## src/rtl/cordic.sv

```systemverilog
// Fully pipelined CORDIC rotator (rotation mode).
//
// Rotates the signed vector (xstart, ystart) by the binary angle zangle
// (full circle = 2^Z_WIDTH) and delivers one rotated vector per clock.
// Without gain compensation the result carries the CORDIC gain K ~ 1.64676.
//
// Ports:
//   clock    rising-edge clock
//   reset_n  asynchronous active-low reset, clears every pipeline register
//   xstart   signed x input (XY_WIDTH)
//   ystart   signed y input (XY_WIDTH)
//   zangle   binary angle (Z_WIDTH), 0x4000_0000 = +90 deg
//   xout     signed rotated x, saturated (XY_WIDTH)
//   yout     signed rotated y, saturated (XY_WIDTH)
//   done     high once the pipeline holds valid data since reset
//
// Optional feature macro: CORDIC_GAIN_COMP_EN
//   When defined, one extra register stage scales the result by 1/K
//   (19898 / 2^15, rounded, saturated); latency grows from ITER+1 to ITER+2.

module cordic #(
    parameter int XY_WIDTH = 16,
    parameter int Z_WIDTH  = 32,
    parameter int ITER     = 15
) (
    input  logic                clock,
    input  logic                reset_n,
    input  logic [XY_WIDTH-1:0] xstart,
    input  logic [XY_WIDTH-1:0] ystart,
    input  logic [Z_WIDTH-1:0]  zangle,
    output logic [XY_WIDTH-1:0] xout,
    output logic [XY_WIDTH-1:0] yout,
    output logic                done
);

    // One guard bit absorbs the gain growth of the micro-rotations.
    localparam int XW = XY_WIDTH + 1;
    // Wide enough for the gain-compensation product of an XW value by 17 bits.
    localparam int PW = XW + 17;

`ifdef CORDIC_GAIN_COMP_EN
    localparam int DLEN = ITER + 2;
`else
    localparam int DLEN = ITER + 1;
`endif

    localparam logic [Z_WIDTH-1:0]     QUARTER = Z_WIDTH'(1) << (Z_WIDTH - 2);
    localparam logic signed [PW-1:0]   SAT_MAX = PW'(2**(XY_WIDTH-1) - 1);
    localparam logic signed [PW-1:0]   SAT_MIN = ~SAT_MAX;

    // atan(2^-i) / (2*pi) * 2^32, rounded. Beyond i = 11 the cubic term of
    // the arctangent series is below 0.01 LSB, so 2^32/(2*pi) >> i suffices.
    function automatic logic [Z_WIDTH-1:0] atan_of(input int i);
        longint unsigned a32;
        int up;
        int dn;
        case (i)
            0:       a32 = 64'h2000_0000;
            1:       a32 = 64'h12E4_051E;
            2:       a32 = 64'h09FB_385B;
            3:       a32 = 64'h0511_11D4;
            4:       a32 = 64'h028B_0D43;
            5:       a32 = 64'h0145_D7E1;
            6:       a32 = 64'h00A2_F61E;
            7:       a32 = 64'h0051_7C55;
            8:       a32 = 64'h0028_BE53;
            9:       a32 = 64'h0014_5F2F;
            10:      a32 = 64'h000A_2F98;
            11:      a32 = 64'h0005_17CC;
            default: a32 = (64'd683565276 + (64'd1 << (i - 1))) >> i;
        endcase
        // Rescale the 32-bit table to the configured angle width.
        up = (Z_WIDTH > 32) ? Z_WIDTH - 32 : 0;
        dn = (Z_WIDTH < 32) ? 32 - Z_WIDTH : 0;
        return Z_WIDTH'(((a32 << up) + ((64'd1 << dn) >> 1)) >> dn);
    endfunction

    function automatic logic [XY_WIDTH-1:0] sat(input logic signed [PW-1:0] v);
        if (v > SAT_MAX) begin
            return {1'b0, {(XY_WIDTH-1){1'b1}}};
        end else if (v < SAT_MIN) begin
            return {1'b1, {(XY_WIDTH-1){1'b0}}};
        end else begin
            return v[XY_WIDTH-1:0];
        end
    endfunction

    logic signed [XW-1:0]  xs [0:ITER];
    logic signed [XW-1:0]  ys [0:ITER];
    // The residual angle after the last stage is not needed.
    logic [Z_WIDTH-1:0]    zs [0:ITER-1];
    logic [DLEN-1:0]       dsr;

    logic signed [XW-1:0]  xe;
    logic signed [XW-1:0]  ye;

    assign xe = $signed({xstart[XY_WIDTH-1], xstart});
    assign ye = $signed({ystart[XY_WIDTH-1], ystart});

    always_ff @(posedge clock or negedge reset_n) begin
        if (!reset_n) begin
            for (int i = 0; i <= ITER; i++) begin
                xs[i] <= '0;
                ys[i] <= '0;
            end
            for (int i = 0; i < ITER; i++) begin
                zs[i] <= '0;
            end
            dsr <= '0;
        end else begin
            // Stage 0: fold the angle into [-90, +90) so the micro-rotations
            // (which only cover about +/-99.9 deg) converge.
            case (zangle[Z_WIDTH-1 -: 2])
                2'b01: begin
                    xs[0] <= -ye;
                    ys[0] <= xe;
                    zs[0] <= zangle - QUARTER;
                end
                2'b10: begin
                    xs[0] <= ye;
                    ys[0] <= -xe;
                    zs[0] <= zangle + QUARTER;
                end
                default: begin
                    xs[0] <= xe;
                    ys[0] <= ye;
                    zs[0] <= zangle;
                end
            endcase

            for (int i = 0; i < ITER; i++) begin
                if (zs[i][Z_WIDTH-1]) begin
                    xs[i+1] <= xs[i] + (ys[i] >>> i);
                    ys[i+1] <= ys[i] - (xs[i] >>> i);
                    if (i < ITER - 1) begin
                        zs[i+1] <= zs[i] + atan_of(i);
                    end
                end else begin
                    xs[i+1] <= xs[i] - (ys[i] >>> i);
                    ys[i+1] <= ys[i] + (xs[i] >>> i);
                    if (i < ITER - 1) begin
                        zs[i+1] <= zs[i] - atan_of(i);
                    end
                end
            end

            dsr <= {dsr[DLEN-2:0], 1'b1};
        end
    end

    assign done = dsr[DLEN-1];

`ifdef CORDIC_GAIN_COMP_EN
    // round(2^15 / K)
    localparam logic signed [PW-1:0] GAIN_INV   = PW'(19898);
    localparam logic signed [PW-1:0] ROUND_HALF = PW'(2**14);

    logic signed [PW-1:0]  xp;
    logic signed [PW-1:0]  yp;
    logic signed [PW-1:0]  xr;
    logic signed [PW-1:0]  yr;
    logic [XY_WIDTH-1:0]   xc;
    logic [XY_WIDTH-1:0]   yc;

    always_comb begin
        xp = PW'(xs[ITER]) * GAIN_INV;
        yp = PW'(ys[ITER]) * GAIN_INV;
        xr = (xp + ROUND_HALF) >>> 15;
        yr = (yp + ROUND_HALF) >>> 15;
    end

    always_ff @(posedge clock or negedge reset_n) begin
        if (!reset_n) begin
            xc <= '0;
            yc <= '0;
        end else begin
            xc <= sat(xr);
            yc <= sat(yr);
        end
    end

    assign xout = xc;
    assign yout = yc;
`else
    assign xout = sat(PW'(xs[ITER]));
    assign yout = sat(PW'(ys[ITER]));
`endif

endmodule

```

## config.mk

```make
export PLATFORM = sky130hd
export DESIGN_NAME = cordic
export DESIGN_NICKNAME = d
export VERILOG_FILES = /design/src/rtl/cordic.sv
export SDC_FILE = /design/constraint.sdc
export NUM_CORES = 2
export LEC_CHECK = 0
export BUFFER_PORTS_ARGS = -buffer_cell sky130_fd_sc_hd__buf_2
export CAP_MARGIN = 0
export CORE_UTILIZATION = 45
export DETAILED_ROUTE_END_ITERATION = 6
export GPL_TIMING_DRIVEN = 0
export PLACE_DENSITY = 0.71
export RECOVER_POWER = 25
export SYNTH_ARGS = -nofsm -noshare
export SYNTH_HDL_FRONTEND = slang
export SYNTH_SLANG_ARGS = --single-unit
```

## constraint.sdc

```tcl
create_clock -name clock -period 3.9 [get_ports clock]
set_input_delay 0.195 -clock clock [delete_from_list [all_inputs] [get_ports clock]]
set_output_delay 0.195 -clock clock [all_outputs]
set_load 0.02 [all_outputs]
```

==> results.sh <==
export IMPL_grt_max_degree=130
export IMPL_post_drt_via_cell_ratio=5.499
export IMPL_worst_path_largest_cell_delay_ps=590
export IMPL_wl_um=154800
export IMPL_finalCriticalPeriod_ps=3820
export IMPL_cts_tree="yes"
export IMPL_synth_area_per_cell_um2=9.437
export IMPL_clk_path_buf_depth=3
export IMPL_globalRoute_totalOverflow=0
export IMPL_path_delay_family="compound AO/OA/AOI/OAI gates"
export IMPL_root_buffer="clkbuf_16"
export IMPL_chipHeight_um=402.4
export IMPL_most_frequent_cells_in_the_layout="dfrtp_1 (994), ha_1 (947), a21oi_1 (755), xnor2_1 (658), nor2_1 (566)"
export IMPL_first_global_vias=55930
export IMPL_crit_slowest_cell="a211oi_1"
export IMPL_cts_max_level=3
export IMPL_synthCells=7644
export IMPL_number_of_nets_in_the_synthesized_netlist=8701
export IMPL_first_iter_violations=2929
export IMPL_critical_path_launch_point_type="register"
export IMPL_cts_made_buffers=112
export IMPL_synth_ff_latch_count=1008
export IMPL_vias=55830
export IMPL_synth_cell_area_um2=72130
export IMPL_cp_data_arrival_time_ps=4450
export IMPL_synth_cell_types=92
export IMPL_placedCellCount=9819
export IMPL_timing_worst_setup_path_type="register to register"
export IMPL_dieWidth_um=402.4
export IMPL_drt_first_pass_iters=5
export IMPL_insertion_delay_ps=740
export IMPL_worstPathBufferInverterCount=1
export IMPL_number_of_rows_created_at_floorplan=146
export IMPL_result_of_the_run="finished, violations left"
export IMPL_fp_dieArea_um2=161900
export IMPL_synth_async_sr_flop_share_pct=100.0
export IMPL_io_pin_count=99
export IMPL_crit_path_max_fanout=4
export IMPL_initial_core_util_pct=45.44
export IMPL_filler_cell_count=13970
export IMPL_post_route_worst_setup_slack_ps=80.40
export IMPL_failed_checks="max-capacitance violations, max-slew violations"
export IMPL_timing_final_crit_share_pct=97.94
export IMPL_core_area_um2=158700
export IMPL_hold_violations_final=0
export IMPL_grt_total_usage_pct=18.86
export IMPL_ff2ff_setup_slack_ps=80
export IMPL_grt_pass1_wl_um=260300
export IMPL_antenna_violations_before_repair=0
export IMPL_yosys_most_used_dff="dfrtp_1"
export IMPL_critPathRequiredTime_ps=4530
export IMPL_finish_cell_count_without_fillers=10150
export IMPL_place_worst_setup_slack_ps=-1377
export IMPL_routed_wire_length_per_instance_um=15.25
export IMPL_drive_gt1_share_pct=6.917
export IMPL_end_kind="register"
export IMPL_drt_drc_violations_left=0
export IMPL_grt_setup_unrepaired="true"
export IMPL_slew_violations=79
export IMPL_clkSinkCount=1008
export IMPL_synth_seq_area_share_pct=34.97
export IMPL_max_cap_viol=1
export IMPL_crit_chain="inv_1 > ha_1 > mux2_2 > ha_1 > a21o_1 > a21oi_1 > o21bai_1 > a21oi_1 > o21bai_1 > a211oi_1 > o21ai_0 > a31oi_1 > o21bai_1 > xor2_1"
export IMPL_gpl_final_weighted_congestion=0.9019
export IMPL_timing_clock_skew_ps=53.84
export IMPL_antenna_diode_count=0
export IMPL_drtAntennaViolNets=0
export IMPL_final_common_cell="dfrtp_1"
export IMPL_max_slew_worst_pin_slew_ps=1764
export IMPL_max_freq_mhz=261.8
export IMPL_yosys_warnings=0
export IMPL_num_nets_final=9044
export IMPL_timing_slew_headroom_pct=-17.58
export IMPL_clk_pin_slew_worst_paths_ps=60
export IMPL_synth_edff_count=0
export IMPL_cpMostUsedCell="o21bai_1"
export IMPL_min_path_type="primary input to asynchronous set/reset pin"
export IMPL_area_growth_syn_to_layout_pct=12.53
export IMPL_setup_viol=0
export IMPL_port_buffers=95
export IMPL_detailed_place_hpwl_um=117700
metrics by stage:
step / hold WS [ps] / instance area, um^2 / util [%] / setup TNS [ps]
2_1_floorplan: -100.6 / 72140 / - / 0
3_3_place_gp: 302.4 / 75210 / 47.38 / -
3_5_place_dp: 240.9 / 75440 / 47.52 / -168830
4_1_cts: 12.84 / 80840 / 50.93 / 0
5_1_grt: 24.99 / 81170 / 51.14 / -21.95
6_report: 57.55 / 81170 / 51.14 / 0
state kept, by name (all words and copies together) (netlist names):
signal / cells
zs: 449
ys: 272
xs: 271
dsr: 16
layer usage:
metal  global-route usage, %  vias to the layer above  part of all wire (%)
met3                   2.439                      311                   3.3
met2                   35.78                     1026                    52
met1                   21.41                    26460                    41
li1                        -                    28040                     -
met5                       0                        -                     0
met4                   6.683                        0                   3.3
timing repair:
action                                 in CTS  in global routing
endpoints found under the hold margin     166                  0
cloned                                      4                  1
buffers inserted                           27                 15
gates resized for setup                    78                 87
setup endpoints to repair                 390                 86
pin swaps                                   0                  6
hold buffers                               83                  0
cells in the mapped netlist, types with 11 or more instances:
library cell | count | area share, %
a31o_2 | 18 | 0.22
buf_1 | 13 | 0.068
mux2_2 | 20 | 0.31
and2_1 | 55 | 0.48
a221oi_1 | 22 | 0.27
and3_1 | 56 | 0.49
mux2i_1 | 48 | 0.67
or2_2 | 43 | 0.37
nand2b_1 | 65 | 0.56
and4_1 | 13 | 0.16
nor2_1 | 566 | 2.9
ha_1 | 947 | 16
nor2b_1 | 128 | 1.1
fa_1 | 44 | 1.2
o21ai_0 | 363 | 2.5
xor2_1 | 270 | 3.3
o21a_1 | 90 | 0.94
xnor2_1 | 658 | 8.0
a21boi_0 | 26 | 0.27
nor4_1 | 33 | 0.29
o31ai_1 | 36 | 0.37
a41oi_1 | 13 | 0.16
nand2_1 | 371 | 1.9
a211oi_1 | 62 | 0.65
o21bai_1 | 108 | 1.1
a31oi_1 | 75 | 0.65
nand4_1 | 46 | 0.40
nand3_1 | 162 | 1.1
a22oi_1 | 27 | 0.28
nor3_1 | 200 | 1.4
a21o_1 | 290 | 3.0
dfrtp_1 | 1008 | 35
a311oi_1 | 31 | 0.38
clkbuf_1 | 106 | 0.55
a21oi_1 | 768 | 5.3
a41o_1 | 11 | 0.15
o21ai_1 | 17 | 0.12
o2111ai_1 | 21 | 0.25
nor3b_1 | 16 | 0.17
or4_1 | 22 | 0.23
or3_1 | 67 | 0.58
maj3_1 | 30 | 0.42
inv_1 | 461 | 2.4
a211o_1 | 37 | 0.45
o211ai_1 | 23 | 0.24
layout make-up:
cell class                      count  area [um^2]  share of cell area, %
Buffer                            117        541.8                 0.6674
Clock buffer                      139         3075                  3.789
Clock inverter                     69         1090                  1.343
Inverter                          467         1802                  2.220
Multi-Input combinational cell   6048        44950                  55.38
Sequential cell                  1008        25260                  31.11
Tap cell                         2072         2592                  3.194
Timing Repair Buffer              228         1837                  2.263
Timing Repair inverter              5        25.02                0.03083
path summary, 6_finish.rpt:
check | endpoint | start | cells past startpoint
max | xs[98]$_DFF_PN0_ | ys[111]$_DFF_PN0_ | 14
min | zs[38]$_DFF_PN0_ | reset_n | 2
max reg2reg | xs[98]$_DFF_PN0_ | ys[111]$_DFF_PN0_ | 14
min reg2reg | zs[428]$_DFF_PN0_ | zs[460]$_DFF_PN0_ | 0
max in group asynchronous | zs[392]$_DFF_PN0_ | reset_n | 6
min in group clock | zs[457]$_DFF_PN0_ | zangle[9] | 2
cell families (layout without fill, tap and decap cells):
kind of cell / count (synthesis) / count (layout) / synth area share (%)
AO/OA/AOI/OAI: 2160 / 2160 / 19.10
adder cells (fa/ha/maj): 1021 / 1021 / 18.06
multiplexers: 68 / 68 / 0.9783
other: 1 / 1 / 0.005199
flip-flops: 1008 / 1008 / 34.97
XOR/XNOR: 929 / 929 / 11.30
AND/OR/NAND/NOR: 1869 / 1869 / 12.52
buffers and inverters: 588 / 1025 / 3.063
Power is left out: the tool's default activity adds up to more than one toggle a clock period on the data nets, which glitch-free logic cannot reach.
